**config.mk**
```make
export PLATFORM = sky130hd
export DESIGN_NAME = spi_xfer_sequencer
export DESIGN_NICKNAME = d
export VERILOG_FILES = /design/src/rtl/spi_xfer_sequencer.sv
export SDC_FILE = /design/constraint.sdc
export NUM_CORES = 1
export LEC_CHECK = 0
export CAP_MARGIN = 10
export CORE_MARGIN = 5
export CORE_UTILIZATION = 47
export DETAILED_ROUTE_END_ITERATION = 10
export PLACE_DENSITY = 0.79
export SYNTH_ARGS = -nofsm -noshare
export SYNTH_HDL_FRONTEND = slang
export SYNTH_SLANG_ARGS = --single-unit
```
**constraint.sdc**
```tcl
create_clock -name i_Clk -period 2.5 [get_ports i_Clk]
set_input_delay 0.5 -clock i_Clk [delete_from_list [all_inputs] [get_ports i_Clk]]
set_output_delay 0.5 -clock i_Clk [all_outputs]
set_load 0.05 [all_outputs]
```
**src/rtl/spi_xfer_sequencer.sv**
```systemverilog
// Multi-byte SPI transaction sequencer in front of a byte-wide SPI_Master.
// Owns chip-select setup/hold/gap timing and paces TX bytes against master readiness.
module spi_xfer_sequencer #(
    parameter int LEN_W         = 8,
    parameter int CS_SETUP_CLKS = 2,
    parameter int CS_HOLD_CLKS  = 2,
    parameter int CS_IDLE_CLKS  = 4
) (
    input  logic             i_Clk,
    input  logic             i_Rst,
    input  logic             i_Start,
    input  logic [LEN_W-1:0] i_Len,
    output logic             o_Busy,
    output logic             o_Done,
    input  logic [7:0]       i_TX_Byte,
    input  logic             i_TX_Valid,
    output logic             o_TX_Ready,
    output logic [7:0]       o_RX_Byte,
    output logic             o_RX_DV,
    output logic [7:0]       o_M_TX_Byte,
    output logic             o_M_TX_DV,
    input  logic             i_M_TX_Ready,
    input  logic             i_M_RX_DV,
    input  logic [7:0]       i_M_RX_Byte,
    output logic             o_SPI_CS_n
);

    localparam int TMR_MAX_SH = (CS_SETUP_CLKS > CS_HOLD_CLKS) ? CS_SETUP_CLKS : CS_HOLD_CLKS;
    localparam int TMR_MAX    = (TMR_MAX_SH > CS_IDLE_CLKS) ? TMR_MAX_SH : CS_IDLE_CLKS;
    localparam int TMR_W      = $clog2(TMR_MAX + 1);

    localparam logic [TMR_W-1:0] SETUP_LAST = TMR_W'(CS_SETUP_CLKS - 1);
    localparam logic [TMR_W-1:0] HOLD_LAST  = TMR_W'(CS_HOLD_CLKS - 1);
    localparam logic [TMR_W-1:0] IDLE_LAST  = TMR_W'(CS_IDLE_CLKS - 1);

    typedef enum logic [2:0] {
        ST_IDLE,
        ST_SETUP,
        ST_LOAD,
        ST_WAIT,
        ST_HOLD,
        ST_GAP
    } state_t;

    state_t           state, state_nxt;
    logic [LEN_W-1:0] cnt, cnt_nxt;
    logic [TMR_W-1:0] tmr, tmr_nxt;
    logic             cs_n_q, cs_n_nxt;
    logic             busy_q, busy_nxt;
    logic             done_q, done_nxt;
    logic [7:0]       m_tx_byte_q, m_tx_byte_nxt;
    logic             m_tx_dv_q, m_tx_dv_nxt;
    logic [7:0]       rx_byte_q, rx_byte_nxt;
    logic             rx_dv_q, rx_dv_nxt;
    logic             tx_ready;

    // Remaining-byte count never wraps below zero.
    function automatic logic [LEN_W-1:0] dec_floor0(input logic [LEN_W-1:0] v);
        if (v == '0) begin
            return '0;
        end
        return v - LEN_W'(1);
    endfunction

    assign tx_ready = (state == ST_LOAD) && i_M_TX_Ready;

    always_ff @(posedge i_Clk) begin
        if (i_Rst) begin
            state       <= ST_IDLE;
            cnt         <= '0;
            tmr         <= '0;
            cs_n_q      <= 1'b1;
            busy_q      <= 1'b0;
            done_q      <= 1'b0;
            m_tx_byte_q <= '0;
            m_tx_dv_q   <= 1'b0;
            rx_byte_q   <= '0;
            rx_dv_q     <= 1'b0;
        end else begin
            state       <= state_nxt;
            cnt         <= cnt_nxt;
            tmr         <= tmr_nxt;
            cs_n_q      <= cs_n_nxt;
            busy_q      <= busy_nxt;
            done_q      <= done_nxt;
            m_tx_byte_q <= m_tx_byte_nxt;
            m_tx_dv_q   <= m_tx_dv_nxt;
            rx_byte_q   <= rx_byte_nxt;
            rx_dv_q     <= rx_dv_nxt;
        end
    end

    always_comb begin
        state_nxt     = state;
        cnt_nxt       = cnt;
        tmr_nxt       = tmr;
        cs_n_nxt      = cs_n_q;
        busy_nxt      = busy_q;
        done_nxt      = 1'b0;
        m_tx_byte_nxt = m_tx_byte_q;
        m_tx_dv_nxt   = 1'b0;
        rx_byte_nxt   = rx_byte_q;
        rx_dv_nxt     = 1'b0;

        case (state)
            ST_IDLE: begin
                if (i_Start && (i_Len != '0)) begin
                    cnt_nxt   = i_Len;
                    tmr_nxt   = '0;
                    cs_n_nxt  = 1'b0;
                    busy_nxt  = 1'b1;
                    state_nxt = ST_SETUP;
                end
            end
            ST_SETUP: begin
                if (tmr == SETUP_LAST) begin
                    tmr_nxt   = '0;
                    state_nxt = ST_LOAD;
                end else begin
                    tmr_nxt = tmr + TMR_W'(1);
                end
            end
            ST_LOAD: begin
                if (i_TX_Valid && tx_ready) begin
                    m_tx_byte_nxt = i_TX_Byte;
                    m_tx_dv_nxt   = 1'b1;
                    state_nxt     = ST_WAIT;
                end
            end
            ST_WAIT: begin
                if (i_M_RX_DV) begin
                    rx_byte_nxt = i_M_RX_Byte;
                    rx_dv_nxt   = 1'b1;
                    cnt_nxt     = dec_floor0(cnt);
                    if (dec_floor0(cnt) == '0) begin
                        tmr_nxt   = '0;
                        state_nxt = ST_HOLD;
                    end else begin
                        state_nxt = ST_LOAD;
                    end
                end
            end
            ST_HOLD: begin
                // CS_n release and the done pulse land on the same edge.
                if (tmr == HOLD_LAST) begin
                    tmr_nxt   = '0;
                    cs_n_nxt  = 1'b1;
                    done_nxt  = 1'b1;
                    state_nxt = ST_GAP;
                end else begin
                    tmr_nxt = tmr + TMR_W'(1);
                end
            end
            ST_GAP: begin
                if (tmr == IDLE_LAST) begin
                    tmr_nxt   = '0;
                    busy_nxt  = 1'b0;
                    state_nxt = ST_IDLE;
                end else begin
                    tmr_nxt = tmr + TMR_W'(1);
                end
            end
            default: begin
                state_nxt = ST_IDLE;
                cs_n_nxt  = 1'b1;
                busy_nxt  = 1'b0;
            end
        endcase
    end

    assign o_Busy      = busy_q;
    assign o_Done      = done_q;
    assign o_TX_Ready  = tx_ready;
    assign o_RX_Byte   = rx_byte_q;
    assign o_RX_DV     = rx_dv_q;
    assign o_M_TX_Byte = m_tx_byte_q;
    assign o_M_TX_DV   = m_tx_dv_q;
    assign o_SPI_CS_n  = cs_n_q;

endmodule

```
==> out/results.md, run 1 <==
* total wire length after detailed routing: 4.73 mm
* number of buffers inserted by post-CTS setup repair: 0
* count of synthesis-stage warnings from yosys: 0
* maximum clock path buffer count: 2
* NumNets Final: 311
* setup slack of the most critical reg-to-reg path: 0.36 ns
* number of clock buffers inserted by TritonCTS: 5
* antenna violations before repair: 0
* number of gates resized after cts: 0
* filler cell count in the final layout: 326
* die extent in x: 71.7 µm
* root buffer cell: clkbuf_8
* RR Startpoint: cnt[2]
* number of vias per cell after detailed routing: 5.55
* signal arrival time at the worst endpoint: 2.30 ns
* depth of the worst register-to-register path: 5
* endpoint with the worst hold slack: o_RX_Byte[1]
* Power Density: 874 nW/µm²
* number of distinct library cells after synthesis: 46
* Layout area overhead: 38.0%
* area of the mapped netlist: 1790 µm²
* mean post-synth cell area: 7.99 µm²
* path type of the worst setup path: register to register
* pin count of the biggest net entering global routing: 20
* post-route cell area: 2470 µm²
* worst rel slew slack: 52.2%
* sequential element share of the synthesized area: 39.1%
* maxcap violations: 0
* number of instances in the synthesized netlist: 224
* largest voltage drop on the vdd net: 0.488 mV
* capturing element type of the critical path: register
* post-route DRC violation count: 0
* initial DRC count: 95
* cell depth of the worst min-delay path: 2
* WHS: 0.459 ns
* synthesized netlist net count: 259
* final max-slew violation count: 0
* core footprint: 3690 µm²
* die footprint: 5140 µm²
* PortBufs: 51
* fin crit share: 85.5%
* setup repair after global routing missed its margin: no
* TritonCTS clock tree: built
* num rows: 22
* die height: 71.7 µm
* required time of the worst setup path: 2.66 ns
* worst hold path type: register to register
* number of iterations in the first detailed-routing pass: 4
* number of top-level design ports: 52
* via count of the routed design: 1803
* clock-pin slew of the registers on the worst-case setup and hold paths: 0.08 ns
* Diodes inserted: 0
* routed wire length per instance: 14.5 µm
* gr ovfl total: 0
* top post-synthesis cells by area: dfxtp_1 39%, nand2_1 8.0%, mux2i_1 5.6%
* DRT antenna net count: 0
* post-place instance area: 2380 µm²
* proportion of layout cells with a drive suffix above 1: 9.75%
* area of the multi-input gates: 992 µm²
* Storage cell area: 701 µm²
* all-layer global routing usage: 18.4%
* r2r endpoint: tmr[2]
* flip-flop and latch count after synthesis: 35
* level count of the clock H-tree: 2
* Clock Sink Count: 35
* kind of start point of the critical path: register
* min Tclk post-route: 2.14 ns
* Post-Route Setup TNS: 0 ns
* reported leakage power: 0.948 nW
* Initial Utilization: 48.5%
* Clk Latency, worst-skew pair: 0.29 ns
* most frequently used flop master after synthesis: dfxtp_1
* top fanout value on the critical path: 7
* commonest cells after routing, fill and taps aside: 50 x clkdlybuf4s50_1, 38 x nand2_1, 35 x dfxtp_1
* outcome: complete, no violations
* number of global-route vias before repair: 1744
* quantity of hold-fixing buffers added after cts: 0
* Final setup viols: 0
* portion of synthesized cell area occupied by the leading cell type: 39.1%
* Slew @ Worst Pin: 0.710 ns
* Post-synth ARST share: 0%
* global-route wire length before repair: 7.68 mm
* startpoint of the tightest hold check path: o_RX_Byte[1]
* final design utilization: 67.0%
* post-detailed-placement half-perimeter wirelength: 3.55 mm
* highest clock frequency the design can meet: 0.468 GHz
* weighted congestion at the end of routability-driven global placement: 0.916
* final hold vios: 0
* cell accounting for the most synthesized area: dfxtp_1
* most common cell after layout, fill and taps aside: clkdlybuf4s50_1
* final worst clock skew: 0.00683 ns
* number of synthesized flops with an enable pin: 0
critical path, cell delays in order, from the launching register on:
cell and delay (ns):
dfxtp_1 0.37, or4_4 0.58, or3_1 0.32, a221o_1 0.38, a21oi_2 0.23, o32ai_1 0.12
registers in the layout (all words and copies together), names as in the netlist:
signal / count
tmr: 3
o_M_TX_DV: 1
o_RX_DV: 1
cnt: 8
o_SPI_CS_n: 1
o_M_TX_Byte: 8
o_RX_Byte: 8
o_Busy: 1
o_Done: 1
state: 3
cells by family after synthesis:
kind of cell	share of synthesized area, %
AND/OR/NAND/NOR	24.5
AO/OA/AOI/OAI	21.4
flip-flops	39.1
buffers and inverters	5.45
multiplexers	5.59
adder cells (fa/ha/maj)	3.49
XOR/XNOR	0.489
worst max path at each step:
stage | from | end | slack [ns] | depth (start not counted)
5_1_grt | cnt[0] | tmr[0] | 0.23 | 7
3_5_place_dp | i_Len[2] | cnt[1] | 0.11 | 8
4_1_cts | cnt[2] | tmr[2] | 0.37 | 5
3_3_place_gp | i_Len[2] | cnt[1] | 0.18 | 8
6_report | cnt[2] | tmr[2] | 0.36 | 5
2_1_floorplan | state[0] | state[0] | 0.28 | 7
cell type report:
type	count	share of cell area (%)
multi-input combinational	164	40.2
sequential	35	28.4
timing repair buffer	61	24.1
clock buffer	5	2.78
tap	48	2.43
inverter	9	1.37
clock inverter	3	0.810
routing by layer:
layer | up-vias | wire length, µm | global-route usage (%)
met5 | - | 0 | 0
met4 | 0 | 74 | 5.01
met3 | 12 | 314 | 7.15
met2 | 54 | 2290 | 31.8
met1 | 841 | 2040 | 21.1
li1 | 896 | - | -
metrics by stage:
step / setup WS, ns / instances / power [mW]
3_5_place_dp: 0.108 / 317 / 1.74
2_1_floorplan: 0.283 / 224 / 1.45
5_1_grt: 0.226 / 325 / 2.29
6_report: 0.364 / 325 / 2.16
4_1_cts: 0.374 / 325 / 2.16
3_3_place_gp: 0.182 / 317 / 1.73
where the power goes:
group	total (mW)	internal, mW	switching, mW
combinational	0.980	0.417	0.562
clock	0.416	0.194	0.222
sequential	0.764	0.646	0.117
total	2.16	1.26	0.902
Yosys cell counts, types with 4 or more instances:
cell type   n
nor2_1     23
a21oi_1    16
nand2b_1    4
nor4_1      5
nor3_1      5
a211oi_1    4
dfxtp_1    35
nand3_1     4
mux2i_1    10
o21ai_0    10
clkbuf_1   13
inv_1       9
ha_1        5
nand2_1    38
Power figures use the tool's default switching activity.
==> run 2: changes to the inputs <==
CORE_MARGIN = 10   (was 5)
==> run 2 against run 1 <==
  * Total power increased by 7.0%
  * Non-clock buffer count increased by 3
  * Routed wire length increased by 8.2%
  * Fmax decreased by 2.6%
  * Sequential share of layout area decreased by 0.58 points
  * Largest power group unchanged
  * Clock power increased by 27%
  * Final cell count increased by 0.92%
  * Register-to-register slack got worse by 0.06 ns
  * Critical path depth increased by 2
==> out/results.md, run 2 (synthesized netlist as in run 1, its figures left out) <==
* WHS: 0.455 ns, was 0.459 ns
* initial DRC count: 129, was 95
* kind of start point of the critical path: register, unchanged
* GR met2 Demand/Resource: 24.1%, was 31.8%
* final worst clock skew: 0.00457 ns, was 0.00683 ns
* dpl ws: 0.195 ns, was 0.108 ns
* final max-slew violation count: 0, unchanged
* signal arrival time at the worst endpoint: 2.36 ns, was 2.30 ns
* number of top-level design ports: 52, unchanged
* fin crit share: 87.7%, was 85.5%
* setup repair after global routing missed its margin: no, unchanged
* filler cell count in the final layout: 290, was 326
* all-layer global routing usage: 15.4%, was 18.4%
* maxcap violations: 0, unchanged
* min Tclk post-route: 2.19 ns, was 2.14 ns
* num rows: 22, unchanged
* largest stage delay on the critical path: 0.38 ns, was 0.58 ns
* global-route wire length before repair: 8.28 mm, was 7.68 mm
* worst hold path type: register to register, unchanged
* post-route DRC violation count: 0, unchanged
* reported leakage power: 0.982 nW, was 0.948 nW
* number of buffers inserted by post-CTS setup repair: 0, unchanged
* final design utilization: 68.9%, was 67.0%
* pin count of the biggest net entering global routing: 20, unchanged
* Initial Utilization: 48.9%, was 48.5%
* outcome: complete, no violations, unchanged
* NumNets Final: 314, was 311
* post-detailed-placement half-perimeter wirelength: 3.73 mm, was 3.55 mm
* highest clock frequency the design can meet: 0.456 GHz, was 0.468 GHz
* total wire length after detailed routing: 5.11 mm, was 4.73 mm
* core footprint: 3660 µm², was 3690 µm²
* Cell Chain, Critical Path: inv_1 -> ha_1 -> inv_1 -> or3_1 -> a221o_1 -> a21oi_2 -> o32ai_1, was or4_4 -> or3_1 -> a221o_1 -> a21oi_2 -> o32ai_1
* cell with the biggest individual delay on the critical path: a221o_1, was or4_4
* Post-Route Setup TNS: 0 ns, unchanged
* number of vias per cell after detailed routing: 5.58, was 5.55
* DRT antenna net count: 0, unchanged
* largest voltage drop on the vdd net: 0.544 mV, was 0.488 mV
* number of clock buffers inserted by TritonCTS: 5, unchanged
* met1 Resource Use GR: 17.7%, was 21.1%
* die height: 81.7 µm, was 71.7 µm
* final worst-path setup slack: 0.307 ns, was 0.364 ns
* via count of the routed design: 1830, was 1803
* number of global-route vias before repair: 1768, was 1744
* path type of the worst setup path: register to register, unchanged
* most used routing layer in global routing: met2, unchanged
* total power of the final layout: 2.31 mW, was 2.16 mW
* required time of the worst setup path: 2.66 ns, about the same
* gr ovfl total: 0, unchanged
* capturing element type of the critical path: register, unchanged
* PortBufs: 51, unchanged
* number of iterations in the first detailed-routing pass: 4, unchanged
* Clock Sink Count: 35, unchanged
* Diodes inserted: 0, unchanged
* die footprint: 6680 µm², was 5140 µm²
* maximum clock path buffer count: 2, unchanged
* TritonCTS clock tree: built, unchanged
* Layout area overhead: 40.9%, was 38.0%
* number of gates resized after cts: 0, unchanged
* commonest cells after routing, fill and taps aside: 50 x clkdlybuf4s50_1, 38 x nand2_1, 35 x dfxtp_1, unchanged
* quantity of hold-fixing buffers added after cts: 0, unchanged
* final hold vios: 0, unchanged
* met3 Use GR: 7.86%, was 7.15%
* clock-pin slew of the registers on the worst-case setup and hold paths: 0.07 ns, was 0.08 ns
* weighted congestion at the end of routability-driven global placement: 0.931, was 0.916
* Slew @ Worst Pin: 0.546 ns, was 0.710 ns
* Power Density: 916 nW/µm², was 874 nW/µm²
* level count of the clock H-tree: 2, unchanged
* most common cell after layout, fill and taps aside: clkdlybuf4s50_1, unchanged
* worst rel slew slack: 63.5%, was 52.2%
* proportion of layout cells with a drive suffix above 1: 10.7%, was 9.75%
* most repeated library cell on the critical path: inv_1
* root buffer cell: clkbuf_8, unchanged
* antenna violations before repair: 0, unchanged
* top fanout value on the critical path: 7, unchanged
* die extent in x: 81.7 µm, was 71.7 µm
* Final setup viols: 0, unchanged
* Clk Latency, worst-skew pair: 0.29 ns, about the same
* routed wire length per instance: 15.6 µm, was 14.5 µm
-- run 2: final timing paths --
check | from | to | slack [ns] | cells after the start
worst min-delay path | o_RX_Byte[1] | o_RX_Byte[1] | 0.46 | 2
worst max-delay path | cnt[0] | tmr[1] | 0.31 | 7
worst min register to register | o_RX_Byte[1] | o_RX_Byte[1] | 0.46 | 2
worst max register to register | cnt[0] | tmr[1] | 0.31 | 7
-- run 2: layer usage --
layer | wire length (µm) | share of wire [%] | vias up
met5 | 0 | 0 | -
met4 | 64 | 1.3 | 0
met2 | 2440 | 48 | 74
li1 | - | - | 907
met3 | 563 | 11 | 10
met1 | 2050 | 40 | 839
-- run 2: critical path: cells and delay by family (launching register included) --
kind / cells / cell delay [ns]
simple gates: 1 / 0.37
fa+ha+maj: 1 / 0.34
compound gates: 3 / 0.73
flops: 1 / 0.37
buf+inv: 2 / 0.26
-- run 2: power by group --
| part | switching (mW) | internal [mW] | total (mW) |
|---|---|---|---|
| registers | 0.112 | 0.647 | 0.759 |
| logic | 0.587 | 0.437 | 1.02 |
| clock network | 0.206 | 0.323 | 0.528 |
-- run 2: stage by stage --
stage | cell area, µm² | instances
after floorplan | 1790 | 224
after global placement | 2400 | 320
after detailed placement | 2400 | 320
after CTS | 2520 | 328
after global routing | 2520 | 328
final | 2520 | 328
-- run 2: cell type report --
| cell class | count | area (µm²) | area share [%] |
|---|---|---|---|
| timing repair buffer | 64 | 618 | 24.5 |
| multi-input combinational | 164 | 992 | 39.3 |
| sequential | 35 | 701 | 27.8 |
| clock buffer | 6 | 82.6 | 3.27 |
| inverter | 9 | 33.8 | 1.34 |
| clock inverter | 2 | 35.0 | 1.39 |
| tap | 48 | 60.1 | 2.38 |
